### src/rtl/seq_mult.sv
// Sequential shift-and-add multiplier: WIDTH-bit operands, signed or unsigned,
// one partial product per clock, start/busy/done handshake.
module seq_mult #(
  parameter int unsigned WIDTH = 8
) (
  input  logic                 clk,
  input  logic                 reset,
  input  logic                 start,
  input  logic [WIDTH-1:0]     a,
  input  logic [WIDTH-1:0]     b,
  input  logic                 signed_mode,
  output logic                 busy,
  output logic                 done,
  output logic [2*WIDTH-1:0]   product
);

  localparam int unsigned CW = $clog2(WIDTH + 1);
  localparam logic [CW-1:0] COUNT_INIT = CW'(WIDTH);

  typedef enum logic [1:0] {
    IDLE,
    RUN,
    DONE
  } state_t;

  state_t                state_q, state_d;
  logic [2*WIDTH:0]      acc_q, acc_d;
  logic [WIDTH-1:0]      mcand_q, mcand_d;
  logic [WIDTH-1:0]      mplier_q, mplier_d;
  logic [CW-1:0]         count_q, count_d;
  logic                  neg_q, neg_d;
  logic [2*WIDTH-1:0]    product_q, product_d;

  logic [WIDTH-1:0]      a_mag, b_mag;
  logic [WIDTH:0]        upper_sum;
  logic [2*WIDTH:0]      acc_shift;

  // Magnitudes as unsigned WIDTH-bit values; -2^(WIDTH-1) maps to 2^(WIDTH-1).
  always_comb begin
    a_mag = (signed_mode && a[WIDTH-1]) ? (~a + 1'b1) : a;
    b_mag = (signed_mode && b[WIDTH-1]) ? (~b + 1'b1) : b;
  end

  always_comb begin
    upper_sum = acc_q[2*WIDTH:WIDTH] + {1'b0, (mplier_q[0] ? mcand_q : '0)};
    acc_shift = {1'b0, upper_sum, acc_q[WIDTH-1:1]};
  end

  always_comb begin
    state_d   = state_q;
    acc_d     = acc_q;
    mcand_d   = mcand_q;
    mplier_d  = mplier_q;
    count_d   = count_q;
    neg_d     = neg_q;
    product_d = product_q;

    case (state_q)
      IDLE, DONE: begin
        if (start) begin
          mcand_d  = a_mag;
          mplier_d = b_mag;
          neg_d    = signed_mode & (a[WIDTH-1] ^ b[WIDTH-1]);
          acc_d    = '0;
          count_d  = COUNT_INIT;
          state_d  = RUN;
        end else begin
          state_d  = IDLE;
        end
      end
      RUN: begin
        acc_d    = acc_shift;
        mplier_d = mplier_q >> 1;
        count_d  = count_q - 1'b1;
        // Last partial product: publish the result on the same edge that enters DONE.
        if (count_q == CW'(1)) begin
          state_d   = DONE;
          product_d = neg_q ? (~acc_shift[2*WIDTH-1:0] + 1'b1) : acc_shift[2*WIDTH-1:0];
        end
      end
      default: state_d = IDLE;
    endcase
  end

  always_ff @(posedge clk) begin
    if (reset) begin
      state_q   <= IDLE;
      acc_q     <= '0;
      mcand_q   <= '0;
      mplier_q  <= '0;
      count_q   <= '0;
      neg_q     <= 1'b0;
      product_q <= '0;
    end else begin
      state_q   <= state_d;
      acc_q     <= acc_d;
      mcand_q   <= mcand_d;
      mplier_q  <= mplier_d;
      count_q   <= count_d;
      neg_q     <= neg_d;
      product_q <= product_d;
    end
  end

  assign busy    = (state_q == RUN);
  assign done    = (state_q == DONE);
  assign product = product_q;

endmodule
### config.mk
export PLATFORM = sky130hd
export DESIGN_NAME = seq_mult
export DESIGN_NICKNAME = d
export VERILOG_FILES = /design/src/rtl/seq_mult.sv
export SDC_FILE = /design/constraint.sdc
export NUM_CORES = 1
export LEC_CHECK = 0
export CELL_PAD_IN_SITES_DETAIL_PLACEMENT = 0
export CELL_PAD_IN_SITES_GLOBAL_PLACEMENT = 1
export CORE_AREA = 5 5 92 94
export DETAILED_ROUTE_END_ITERATION = 12
export DIE_AREA = 0 0 97 99
export DONT_BUFFER_PORTS = 1
export PLACE_DENSITY = 0.68
export SETUP_SLACK_MARGIN = 0.3
export SYNTH_ARGS = -nofsm -noshare
export SYNTH_HDL_FRONTEND = slang
export SYNTH_SLANG_ARGS = --single-unit
### constraint.sdc
create_clock -name clk -period 3.8 [get_ports clk]
set_input_delay 0.57 -clock clk [delete_from_list [all_inputs] [get_ports clk]]
set_output_delay 0.57 -clock clk [all_outputs]
set_load 0.1 [all_outputs]
---- Word level (Yosys, flattened, before mapping) ----
Cells that the tools add are included.
cells by class
  $add $sub $neg .......................... 5
  bitwise operators ....................... 5
  mux-type cells .......................... 13
  reductions and logical operators ........ 8
  equal/unequal tests ..................... 5
operators by type and width
  operator                 count
  $pmux W17 S2             1
  $mux W8                  4
  $mux W17                 1
  $add A16 B1 Y16 const B  1
  $add A8 B1 Y8 const B    2
  $mux W16                 1
  $not A16 Y16             1
  $not A8 Y8               2
  $pmux W8 S2              1
  $add A9 B8 Y9            1
  $pmux W4 S2              1
  $reduce_and A2 Y1        3
  $eq A4 B1 Y1 const B     1
  $mux W4                  1
  $pmux W2 S2              1
  $sub A4 B1 Y4 const B    1
  $eq A2 B1 Y1 const B     1
  $eq A2 B2 Y1 const B     1
  $logic_and A1 B1 Y1      2
  $logic_not A2 Y1         1
  $mux W2                  1
  $ne A2 B1 Y1 const B     1
  $ne A2 B2 Y1 const B     1
  $reduce_bool A2 Y1       1
  4 further kinds          4
word-level totals
  logic and storage cells ................. 43
  bits in registers ....................... 56
  input port bits ......................... 20
  output and inout port bits .............. 18

---- Longest topological paths before layout ----
  word-level depth ........................ 5
  gate-level depth with buffers ........... 10
  mapped depth without buffers ............ 10

---- Worst setup path after synthesis ----
No wires, ideal clock.
  path type ............................... register -> register
  start ................................... reg mplier_q[0]
  end ..................................... reg product_q[14] (netlist: product[14])
  stages on the path, launching flop included .. 11
  period minus slack after synthesis ...... 2.657 ns
  arrival ................................. 2.572 ns
  data required time ...................... 3.714 ns
  path buffers ............................ 0
  setup slack ............................. 1.143 ns
  path through ............................ dfxtp_1 and2_1 ha_1 fa_1 a21o_1 a21oi_2 xnor2_1 or4_1 o31ai_2 xor2_1 a211oi_1
between the ends
  word-level cells in the longest chain between the ends .. 5
ends and longest elaborated chain
  element                   RTL line  source
  start: declaration        29        logic [WIDTH-1:0] mplier_q, mplier_d;
  start signal: assignment  98        mplier_q <= mplier_d;
  $mux W8 *                 45        upper_sum = acc_q[2*WIDTH:WIDTH] + {1'b0, (mplier_q[0] ? mcand_q : '0)};
  $add A9 B8 Y9 *           45
  $not A16 Y16              78        product_d = neg_q ? (~acc_shift[2*WIDTH-1:0] + 1'b1) : acc_shift[2*WIDTH-1:0];
  $add A16 B1 Y16           78
  $mux W16 *                78
  end signal: assignment    101       product_q <= product_d;
  end: declaration          32        logic [2*WIDTH-1:0] product_q, product_d;
Every way passes the cells marked *; elsewhere a longest branch is shown, timed or not.
A chain may end at the register's enable or synchronous reset.

---- Final worst setup path ----
Same ends and word-level chain as after synthesis.

==> flow_summary.rst <==
.. list-table::
   :header-rows: 1

   * - Metric
     - Value
   * - Status
     - complete, no violations
   * - Data arrival time of the critical path
     - ~3.0 ns
   * - CTS tree
     - done
   * - Switching fraction of total power
     - 0.279
   * - Resize count post-CTS
     - 0
   * - Cell Count Post-Placement
     - approximately 440
   * - Cell area after synthesis
     - slightly below 3000 um^2
   * - Max-slew violation total from the final report
     - 0
   * - Detail Route Antenna Nets
     - 0
   * - Worst setup path category
     - reg -> reg
   * - RSZ-0062 raised after global routing
     - no
   * - Initial antenna violation count
     - 0
   * - Deepest level of the CTS H-tree
     - 2
   * - Shortest clock period the worst path allows after layout
     - 2.80 ns
   * - Number of antenna cells inserted
     - 0
   * - Area fraction of the dominant cell type after synthesis
     - 0.371
   * - Chip height
     - 99 um
   * - Number of iterations in the first detailed-routing pass
     - 4
   * - CP Capture Type
     - register
   * - Total number of placement rows
     - 32
   * - Final standard cell area without fillers
     - approximately 3100 um^2
   * - Count of port buffers added during placement
     - 0
   * - Count of mapped cells out of synthesis
     - between 300 and 400
   * - Post-synth EDFFs
     - 0
   * - Root buffer cell
     - clkbuf_8
   * - Routed length per placed instance
     - 13.8 um
   * - Total routed wirelength
     - about 6.2 mm
   * - Total routing resource utilization after global routing
     - 0.130
   * - Clock latency of the later-clocked register in the worst-skew pair
     - about 0.31 ns
   * - Count of warnings emitted by yosys
     - 0
   * - Starting DRC count in detailed routing
     - 105
   * - Detailed-route via count
     - between 2,000 and 2,500
   * - Most common cell after layout, fill and taps aside
     - dfxtp_1
   * - Avg Vias per Cell
     - 5.26
   * - GP Congestion
     - between 0.7 and 0.8
   * - Post-synthesis sequential area ratio
     - 0.371
   * - Setup Viol. Count Final
     - 0
   * - Mapped Nets
     - 387
   * - Cell variety after synth
     - 44
   * - Core area
     - 7570 um^2
   * - Areal power density over the cells
     - 379 nW/um^2
   * - Largest net degree at the start of global routing
     - 56
   * - Smallest setup slack after layout
     - approximately 1.0 ns
   * - Share of flip-flops with an asynchronous set or reset after synthesis
     - 0
   * - Worst slew pin tran
     - around 1.1 ns
   * - Area added between synthesis and finish
     - 5.41%
   * - Hold-fix buffers, CTS
     - 0
   * - Layout Skew
     - ~0.0096 ns
   * - Max-slew headroom
     - 0.287
   * - Power share of the sequential group
     - 0.541
   * - Required time reported for the critical path endpoint
     - just over 4 ns
   * - # Max-Cap Violations
     - 0
   * - Sinks on Clock Net
     - 54
   * - Total leakage power
     - around 1.2 nW
   * - Vias in the first global route
     - around 2,300
   * - Number of nets in the final layout
     - between 300 and 400
   * - Worst-case setup slack after placement
     - between 0.9 and 1 ns
   * - Share of layout cells above drive strength 1
     - 0.0519
   * - Top post-synthesis cells by area
     - dfxtp_1 (37%), nor2_1 (6.8%), ha_1 (5.6%)
   * - Top library cells by usage in the layout, fill and taps aside
     - dfxtp_1 (54), nor2_1 (53), nand2_1 (34)
   * - Sum of net half-perimeters after detailed placement
     - roughly 4.5 mm
   * - Biggest area consumer among synthesized cells
     - dfxtp_1
   * - Starting density of the core
     - 0.385
   * - Synthesized area per cell
     - 8.26 um^2
   * - Part of the total power dissipated in the clock network
     - 0.343
   * - Combinational group share of total power
     - 0.116
   * - IO Pins
     - 38
   * - Most frequently used flop master after synthesis
     - dfxtp_1
   * - Clock input transition at the sequential cells of the worst setup and hold paths
     - 0.10 ns
   * - Count of unresolved DRC violations after routing
     - 0
   * - Number of cells in the finished layout apart from fillers
     - between 400 and 500
   * - Wire length of the first global-routing pass
     - about 10 mm
   * - Final TNS setup
     - 0 ns
   * - Die area
     - 9600 um^2
   * - Die Width
     - 97 um
   * - Category of the worst setup path launch point
     - register
   * - Max Clock Freq
     - about 360 MHz
   * - Post-CTS repair timing setup buffer count
     - 0
   * - Number of inserted filler cells in the final layout
     - just under 800
   * - Total gr overflow
     - 0
   * - Largest fanout on the critical path
     - 9
   * - Cell area reported after detailed placement
     - just under 3000 um^2
   * - Worst-case clock buffer depth
     - 2
   * - Total clock buffers created by CTS
     - 5
   * - Period utilisation layout
     - 0.737
   * - P_int
     - roughly 0.84 mW
   * - Max IR drop VDD
     - roughly 0.18 mV
   * - Switching pwr
     - roughly 0.33 mW
   * - Number of register bits inferred by synthesis
     - 54
   * - Number of endpoints with negative hold slack in the final report
     - 0
   * - Kind of path behind the tightest hold check
     - in -> reg
## critical path: stages (launching register included)
cell      delay, ns
dfxtp_1        0.37
and2_1         0.16
ha_1           0.21
fa_1           0.42
a21o_1         0.19
a21oi_2        0.14
xnor2_1        0.15
or4_1          0.58
o31ai_2        0.21
xor2_1         0.09
a211oi_1       0.22
## path summary, 6_finish.rpt
check | cells past startpoint | slack [ns] | to | start
max | 10 | 1.0 | product[14] | mplier_q[0]
min | 1 | 0.31 | mplier_q[5] | reset
max reg2reg | 10 | 1.0 | product[14] | mplier_q[0]
min reg2reg | 2 | 0.45 | mcand_q[0] | mcand_q[0]
## cells in the mapped netlist, types with 4 or more instances
cell      number
clkbuf_1      13
nand3_1       10
clkbuf_8       4
a22oi_1       19
nor2_1        53
nor4_1         4
inv_1          8
nor3_1         7
xor2_1        17
and2_1         9
nand2_1       34
or3_1          6
a211oi_1      15
xnor2_1       10
o21ai_0        5
a21oi_1       31
dfxtp_1       54
ha_1          13
## layer usage
layer  track usage  share of wire
met5             0              0
met4        0.0518          0.020
met3        0.0432          0.052
met2         0.208           0.45
met1         0.162           0.48
## power groups by stage
stage | clock network [mW] | registers (mW) | logic (mW)
after floorplan | 0 | 0.638 | 0.123
after global placement | 0 | 0.644 | 0.135
after detailed placement | 0 | 0.644 | 0.136
after CTS | 0.420 | 0.631 | 0.137
after global routing | 0.440 | 0.635 | 0.154
final | 0.399 | 0.631 | 0.135
## kinds of logic after synthesis
group / Yosys count / share of synthesized area
mux: 2 / 0.00687
simple gates: 138 / 0.218
compound gates: 90 / 0.205
xor+xnor: 27 / 0.0811
flops: 54 / 0.371
fa+ha+maj: 14 / 0.0627
buf+inv: 28 / 0.0550
## flip-flops by register name (all words and copies together) (netlist names)
name,flops
product,16
acc_q,15
mcand_q,8
mplier_q,8
count_q,4
state_q,2
neg_q,1
## layout make-up
type                            count  area, um^2  share of cell area
Clock inverter                      3        47.5              0.0155
Clock buffer                        5        68.8              0.0224
Tap cell                          102         128              0.0415
Inverter                            9        33.8              0.0110
Timing Repair Buffer                5        37.5              0.0122
Multi-Input combinational cell    271        1680               0.545
Sequential cell                    54        1080               0.352
## metrics by stage
step | util | hold slack (ns) | power (mW)
finish | 0.406 | 0.310 | 1.17
global route | 0.406 | 0.282 | 1.23
CTS | 0.406 | 0.299 | 1.19
detailed placement | 0.391 | 0.437 | 0.780
global placement | 0.391 | 0.435 | 0.779
floorplan | - | 0.432 | 0.761
Note: power is estimated with default switching activity, not from simulation.
